==> src/rtl/seven_seg_scan_bcd.sv <==
// Multi-digit common-anode 7-segment scan driver with a sequential
// shift-add-3 binary-to-BCD converter, leading-zero blanking and overflow dashes.
module seven_seg_scan_bcd #(
  parameter int unsigned N_DIGITS       = 4,
  parameter int unsigned BIN_W          = 16,
  parameter int unsigned REFRESH_CYCLES = 200000
) (
  input  logic                clk,
  input  logic                rst,
  input  logic [BIN_W-1:0]    value,
  input  logic                load,
  input  logic [N_DIGITS-1:0] dp_mask,
  input  logic                lz_blank,
  output logic                busy,
  output logic [7:0]          seg,
  output logic [N_DIGITS-1:0] dig
);

  localparam int unsigned BCD_W   = 4 * N_DIGITS;
  localparam int unsigned CNT_W   = $clog2(BIN_W + 1);
  localparam int unsigned DWELL_W = (REFRESH_CYCLES > 1) ? $clog2(REFRESH_CYCLES) : 1;
  localparam int unsigned IDX_W   = (N_DIGITS > 1) ? $clog2(N_DIGITS) : 1;

  function automatic logic [63:0] pow10(input int unsigned n);
    logic [63:0] r;
    r = 64'd1;
    for (int unsigned i = 0; i < n; i++) r = r * 64'd10;
    return r;
  endfunction

  localparam logic [63:0] OVF_LIMIT = pow10(N_DIGITS);
  localparam logic [6:0]  PAT_BLANK = 7'b1111111;
  localparam logic [6:0]  PAT_DASH  = 7'b0111111;

  function automatic logic [6:0] seg7(input logic [3:0] nib);
    case (nib)
      4'd0:    return 7'b1000000;
      4'd1:    return 7'b1111001;
      4'd2:    return 7'b0100100;
      4'd3:    return 7'b0110000;
      4'd4:    return 7'b0011001;
      4'd5:    return 7'b0010010;
      4'd6:    return 7'b0000010;
      4'd7:    return 7'b1111000;
      4'd8:    return 7'b0000000;
      4'd9:    return 7'b0011000;
      default: return PAT_BLANK;
    endcase
  endfunction

  typedef enum logic {IDLE, CONV} state_t;

  state_t              state;
  logic [BIN_W-1:0]    bin_q;
  logic [BCD_W-1:0]    bcd_q;
  logic [BCD_W-1:0]    bcd_adj;
  logic [BCD_W-1:0]    bcd_next;
  logic [BCD_W-1:0]    disp_bcd;
  logic                ovf_pend;
  logic                disp_ovf;
  logic [CNT_W-1:0]    cnt;
  logic [DWELL_W-1:0]  dwell;
  logic [IDX_W-1:0]    scan_idx;

  // One double-dabble step: correct nibbles >= 5, then shift in the next binary MSB
  always_comb begin
    bcd_adj = bcd_q;
    for (int i = 0; i < int'(N_DIGITS); i++) begin
      if (bcd_q[4*i +: 4] >= 4'd5) bcd_adj[4*i +: 4] = bcd_q[4*i +: 4] + 4'd3;
    end
    bcd_next = {bcd_adj[BCD_W-2:0], bin_q[BIN_W-1]};
  end

  always_ff @(posedge clk or posedge rst) begin
    if (rst) begin
      state    <= IDLE;
      busy     <= 1'b0;
      bin_q    <= '0;
      bcd_q    <= '0;
      ovf_pend <= 1'b0;
      cnt      <= '0;
      disp_bcd <= '0;
      disp_ovf <= 1'b0;
    end else begin
      case (state)
        IDLE: begin
          if (load) begin
            bin_q    <= value;
            bcd_q    <= '0;
            ovf_pend <= (64'(value) >= OVF_LIMIT);
            cnt      <= CNT_W'(BIN_W);
            busy     <= 1'b1;
            state    <= CONV;
          end
        end
        CONV: begin
          bcd_q <= bcd_next;
          bin_q <= bin_q << 1;
          cnt   <= cnt - CNT_W'(1);
          // Last shift: publish the finished result to the display registers
          if (cnt == CNT_W'(1)) begin
            disp_bcd <= bcd_next;
            disp_ovf <= ovf_pend;
            busy     <= 1'b0;
            state    <= IDLE;
          end
        end
        default: state <= IDLE;
      endcase
    end
  end

  // Dwell timer and digit pointer, scanning from MSD down to digit 0
  always_ff @(posedge clk or posedge rst) begin
    if (rst) begin
      dwell    <= '0;
      scan_idx <= IDX_W'(N_DIGITS - 1);
    end else if (dwell == DWELL_W'(REFRESH_CYCLES - 1)) begin
      dwell    <= '0;
      scan_idx <= (scan_idx == '0) ? IDX_W'(N_DIGITS - 1) : scan_idx - IDX_W'(1);
    end else begin
      dwell <= dwell + DWELL_W'(1);
    end
  end

  logic [3:0] cur_nib;
  logic       blank_sel;
  logic       dp_sel;
  logic       zero_run;
  logic [6:0] pat;

  // Select the scanned digit; zero_run tracks "this digit and all above are zero"
  always_comb begin
    cur_nib   = '0;
    blank_sel = 1'b0;
    dp_sel    = 1'b0;
    zero_run  = 1'b1;
    for (int i = int'(N_DIGITS) - 1; i >= 0; i--) begin
      zero_run = zero_run & (disp_bcd[4*i +: 4] == 4'd0);
      if (IDX_W'(i) == scan_idx) begin
        cur_nib   = disp_bcd[4*i +: 4];
        blank_sel = zero_run && (i != 0);
        dp_sel    = dp_mask[i];
      end
    end
    if (disp_ovf)                  pat = PAT_DASH;
    else if (lz_blank && blank_sel) pat = PAT_BLANK;
    else                           pat = seg7(cur_nib);
  end

  always_ff @(posedge clk or posedge rst) begin
    if (rst) begin
      seg <= 8'hFF;
      dig <= '1;
    end else begin
      seg <= {~dp_sel, pat};
      dig <= ~(N_DIGITS'(1) << scan_idx);
    end
  end

endmodule

==> config.mk <==
export PLATFORM = sky130hd
export DESIGN_NAME = seven_seg_scan_bcd
export DESIGN_NICKNAME = d
export VERILOG_FILES = /design/src/rtl/seven_seg_scan_bcd.sv
export SDC_FILE = /design/constraint.sdc
export NUM_CORES = 1
export LEC_CHECK = 0
export CAP_MARGIN = 0
export CORE_MARGIN = 3
export CORE_UTILIZATION = 23
export DETAILED_ROUTE_END_ITERATION = 8
export GPL_TIMING_DRIVEN = 0
export SLEW_MARGIN = 25
export SYNTH_ARGS = -nofsm -noshare
export SYNTH_HDL_FRONTEND = slang
export SYNTH_SLANG_ARGS = --single-unit
==> constraint.sdc <==
create_clock -name clk -period 8.58 [get_ports clk]
set_input_delay 1.716 -clock clk [delete_from_list [all_inputs] [get_ports clk]]
set_output_delay 1.716 -clock clk [all_outputs]
set_load 0.05 [all_outputs]
== Word level (Yosys, flattened, before mapping) ==
Memory sizes are Yosys's and may differ from the RTL's.
Index checks and enable logic that the tools add are counted.
Operators by class
  add/subtract/negate cells: 7
  magnitude comparators: 5
  equal/unequal tests: 7
  shift operators: 1
  mux-type cells: 32
  bitwise logic cells: 5
  reduce and logical (&&, ||, !) cells: 8
Operators by type and width (number)
  $pmux 16 s2: 2
  $mux 16: 2
  $mux 4: 7
  $add 18x1->18 const B: 1
  $eq 18x18->1 const B: 1
  $mux 18: 1
  $ge 16x14->1 const B: 1
  $ge 4x3->1 const B: 4
  $mux 7: 2
  $add 4x2->4 const B: 3
  $logic_not 4->1: 3
  $mux 1: 12
  $pmux 5 s2: 1
  $reduce_and 2->1: 3
  $eq 5x1->1 const B: 1
  $mux 5: 1
  $sub 5x1->5 const B: 1
  $eq 2x2->1 const A: 2
  $not 4->4: 1
  $pmux 1 s2: 2
  $shl 1x2->4 const A: 1
  $add 3x2->3 const B: 1
  $mux 3: 1
  $and 1x1->1: 2
  other kinds (8): 9
Storage, ports and cells
  register bits after elaboration: 89
  memory bits (read-only): 112
  bits of input ports: 24
  output and inout port bits: 13
  memories: 1
Memories
  (no name shown): words 16, bits a word 7, rd ports 1, clocked after memory_dff 0, write ports 0, line 36  | case (nib)

== Longest topological paths before layout ==
  depth in word-level cells: 8
  gate-level depth with buffers: 10
  mapped depth without buffers: 9

== Least setup slack after synthesis ==
OpenSTA, ideal clock, no wires.
  kind: input-to-reg
  from: in load
  to: reg bcd_q[11]
  library setup time: 123 ps
  arrival time: 2518 ps
  required time: 8457 ps
  setup slack: 5939 ps
  stages on the path: 5
  path buffers: 2
  path through: buf_2 -> buf_1 -> nor2_1 -> o21ai_0 -> nand2_1
Between the ends
  longest elaborated chain between the ends: 1
Ends and longest elaborated chain
  start, declared: line 11  | input logic load,
  $ne 2x2->1 (no source line)
  end signal, assigned: line 97  | bcd_q <= bcd_next;
  end, declared: line 55  | logic [BCD_W-1:0] bcd_q;
No other way between the ends.
A chain may end at the register's enable or synchronous reset.

== Worst setup path in the final report ==
  from: reg seg[3]
  to: out seg[3]
RTL lines
  start, declared: line 15  | output logic [7:0] seg,
  start signal, assigned: line 156  | seg <= {~dp_sel, pat};
No word-level cell between the ends.

==> flow_metrics.py <==
metrics = {
    "sta": {
        "min_period_over_period_pct": 39.3,
        "setup_viol": 0,
        "hold_ws_ps": 481,
        "period_minus_slack_ps": 3370,
        "max_slew_margin_pct": 58.9,
        "finalMaxSlewViolations": 0,
        "setup_ws_ps": 5210,
        "setup_tns_ps": 0,
        "grt_setup_unrepaired": "no",
        "max_freq_ghz": 0.296,
        "finalHoldViolations": 0,
        "tightest_slew_ps": 617,
        "finClkSkew_ps": 6.68,
    },
    "logic_synthesis": {
        "synth_seq_cells": 89,
        "synthFlopType": "dfrtp_1",
        "synth_area_um2": 4450,
        "synthCells": 426,
        "async_flop_share_pct": 100,
        "yosys.cell_types.count": 52,
        "synth_area_per_cell_um2": 10.4,
        "synth_edf_count": 0,
        "synth-seq-area-share_pct": 50.4,
        "synth_nets": 466,
        "synth_warnings": 0,
    },
    "finish": {
        "layout.nets": 513,
        "drive_above_1_share_pct": 12.1,
        "syn_to_final_growth_pct": 22.5,
        "num_antenna_cells": 0,
    },
    "worst_setup_path": {
        "r2r_start": "scan_idx[0]",
        "cp-end-kind": "output port",
        "rrSetupSlack_ps": 6030,
        "worst_ep_required_time_ps": 6860,
        "crit_type": "flop to output port",
        "ff2ff_path_depth": 9,
        "start_kind": "flop",
        "worst-path-max-fanout": 1,
        "cpPeakStageDelay_ps": 800,
        "arrival_ps": 1660,
        "cp_slowest_cell": "clkdlybuf4s50_1",
        "path_cells": "clkdlybuf4s50_1",
        "crit_buf_inv": 1,
        "reg2reg_to": "seg[3]",
        "crit_family": "buffers and inverters",
    },
    "min_path": {
        "hp-class": "flop to flop",
        "holdPathStages": 1,
        "hold_start": "dwell[17]",
        "min_delay_worst_endpoint": "dwell[17]",
    },
    "detailed_routing": {
        "top_layer_used": "met4",
        "drtAntennaViolNets": 0,
        "vias": 3244,
        "wl_met2_um": 4510,
        "wl_met1_um": 4480,
        "drc": 0,
        "routedWlPerCell_um": 13.2,
        "drt_iter0_markers": 183,
        "wl_met3_um": 453,
        "wl_um": 9740,
        "detailedRoute.firstPassIterationCount": 4,
        "viasPerCell": 4.40,
    },
    "floorplanning": {
        "die_h_um": 145,
        "fp.coreArea_um2": 18800,
        "start_util_pct": 23.6,
        "die_w_um": 145,
        "rows": 50,
        "boundaryPins": 37,
        "die-area_um2": 21100,
    },
    "global_routing": {
        "grt_pass1_wl_um": 16400,
        "grt_max_degree": 76,
        "grt.total_usage_pct": 9.54,
        "antenna_found_initial": 0,
        "first_global_vias": 3328,
        "grt_remaining_overflow": 0,
    },
    "clock_tree": {
        "cts_buffer_depth": 2,
        "clk_latency_ps": 340,
        "post_cts_buffers": 0,
        "hold_buffers": 0,
        "ctsResizeCount": 0,
        "cts_tree": "built",
        "cts_root_buffer": "clkbuf_16",
        "clk_pin_slew_ps": 60,
        "cts_num_sinks": 89,
        "cts_max_level": 3,
        "cts_buffers": 9,
    },
    "placed_design": {
        "io_buffer_count": 35,
        "dp_hpwl_um": 7080,
        "place.gp.congestion": 0.793,
        "dpl_worst_slack_ps": 5420,
    },
    "power": {
        "powerDensity_nw_per_um2": 312,
        "leakage_nw": 2.32,
        "irDropWorstVdd_mv": 0.114,
    },
    "flow_run": {
        "drv_cap": 0,
    },
    "run_status": {
        "status": "complete, no violations",
    },
}
[metrics by stage]
stage	cells	utilization, %	total power (W)	area, um^2
floorplan	426	-	0.00113	4450
global placement	721	27.2	0.00128	5130
detailed placement	722	27.4	0.00132	5160
CTS	738	29.0	0.00172	5450
global route	738	29.0	0.00182	5450
finish	738	29.0	0.00170	5450
[worst register-to-register path, delay by kind of cell (launching register included)]
kind	cells	cell delay, ps
AND/OR/NAND/NOR	1	200
flip-flops	1	560
buffers and inverters	3	300
AO/OA/AOI/OAI	3	890
adder cells (fa/ha/maj)	2	510
[worst max-delay path by stage]
stage,from,endpoint,depth (start not counted)
after floorplan,rst,bcd_q[0],1
after global placement,rst,dwell[10],2
after detailed placement,value[7],ovf_pend,5
after CTS,seg[3],seg[3],1
after global routing,seg[3],seg[3],1
final,seg[3],seg[3],1
[final cells by class]
class | count | area [um^2]
buffer | 18 | 86.3
clock buffer | 9 | 225
clock inverter | 7 | 70.1
fill | 1901 | 13400
inverter | 23 | 91.3
multi-input combinational | 296 | 2030
sequential | 89 | 2240
tap | 260 | 325
timing repair buffer | 36 | 378
[power by group]
group / internal, W / total, W / switching, W
sequential: 0.000569 / 0.000676 / 0.000108
clock: 0.000225 / 0.000392 / 0.000166
combinational: 0.000264 / 0.000631 / 0.000367
total: 0.00106 / 0.00170 / 0.000641
[kinds of logic after synthesis]
logic type,share of synthesized area (%)
XOR/XNOR,4.13
buffers and inverters,3.88
multiplexers,8.38
flip-flops,50.4
AO/OA/AOI/OAI,13.0
AND/OR/NAND/NOR,15.6
adder cells (fa/ha/maj),4.50
[synthesized netlist by cell type, drive strengths merged (2+ instances only)]
master	n	area, um^2
dfrtp	75	1880
a221o	2	21.3
a31oi	3	25.0
nand3	15	75.1
nor2	21	81.3
nor3	7	40.0
dfstp	14	368
a221oi	2	35.0
mux2i	26	260
ha	16	200
a32oi	2	32.5
a211oi	4	30.0
mux2	10	113
nor4	3	25.0
xor2	8	70.1
nand4	3	18.8
nand2b	18	113
o31ai	9	67.6
o21a	4	30.0
a21oi	17	85.1
buf	9	52.5
nor3b	10	75.1
a22oi	3	27.5
o21ai	39	195
inv	23	86.3
xnor2	13	114
clkbuf	9	33.8
nand2	44	165
nor2b	3	21.3
and3	3	18.8
[layout by cell type, fill, tap and decap left out, drive strengths merged, types with 3 or more instances in the layout]
master | synthesis | layout
dfstp | 14 | 14
clkdlybuf4s50 | 0 | 35
nand2 | 44 | 44
ha | 16 | 16
nor3b | 10 | 10
o21ai | 39 | 39
and3 | 3 | 3
nand3 | 15 | 15
clkinv | 0 | 4
a31oi | 3 | 3
nand2b | 18 | 18
buf | 9 | 10
nor3 | 7 | 7
dfrtp | 75 | 75
a211oi | 4 | 4
nor2 | 21 | 21
a22oi | 3 | 3
a21oi | 17 | 17
nand4 | 3 | 3
nor4 | 3 | 3
inv | 23 | 24
nor2b | 3 | 3
mux2 | 10 | 10
o21a | 4 | 4
xnor2 | 13 | 13
clkbuf | 9 | 18
xor2 | 8 | 8
o31ai | 9 | 9
mux2i | 26 | 26
[state kept, by name, summed over array words and instances, names as in the netlist]
| signal | flops |
|---|---|
| dwell | 18 |
| bcd_q | 16 |
| bin_q | 16 |
| disp_bcd | 16 |
| seg | 8 |
| cnt | 5 |
| dig | 4 |
| scan_idx | 2 |
| busy | 1 |
| disp_ovf | 1 |
| ovf_pend | 1 |
| state | 1 |
[routing by layer]
metal | vias to the layer above | track usage [%]
met5 | - | 0
met4 | 0 | 5.46
met3 | 18 | 2.62
met2 | 62 | 14.8
met1 | 1579 | 12.0
li1 | 1585 | -
(Power assumes the default switching activity.)
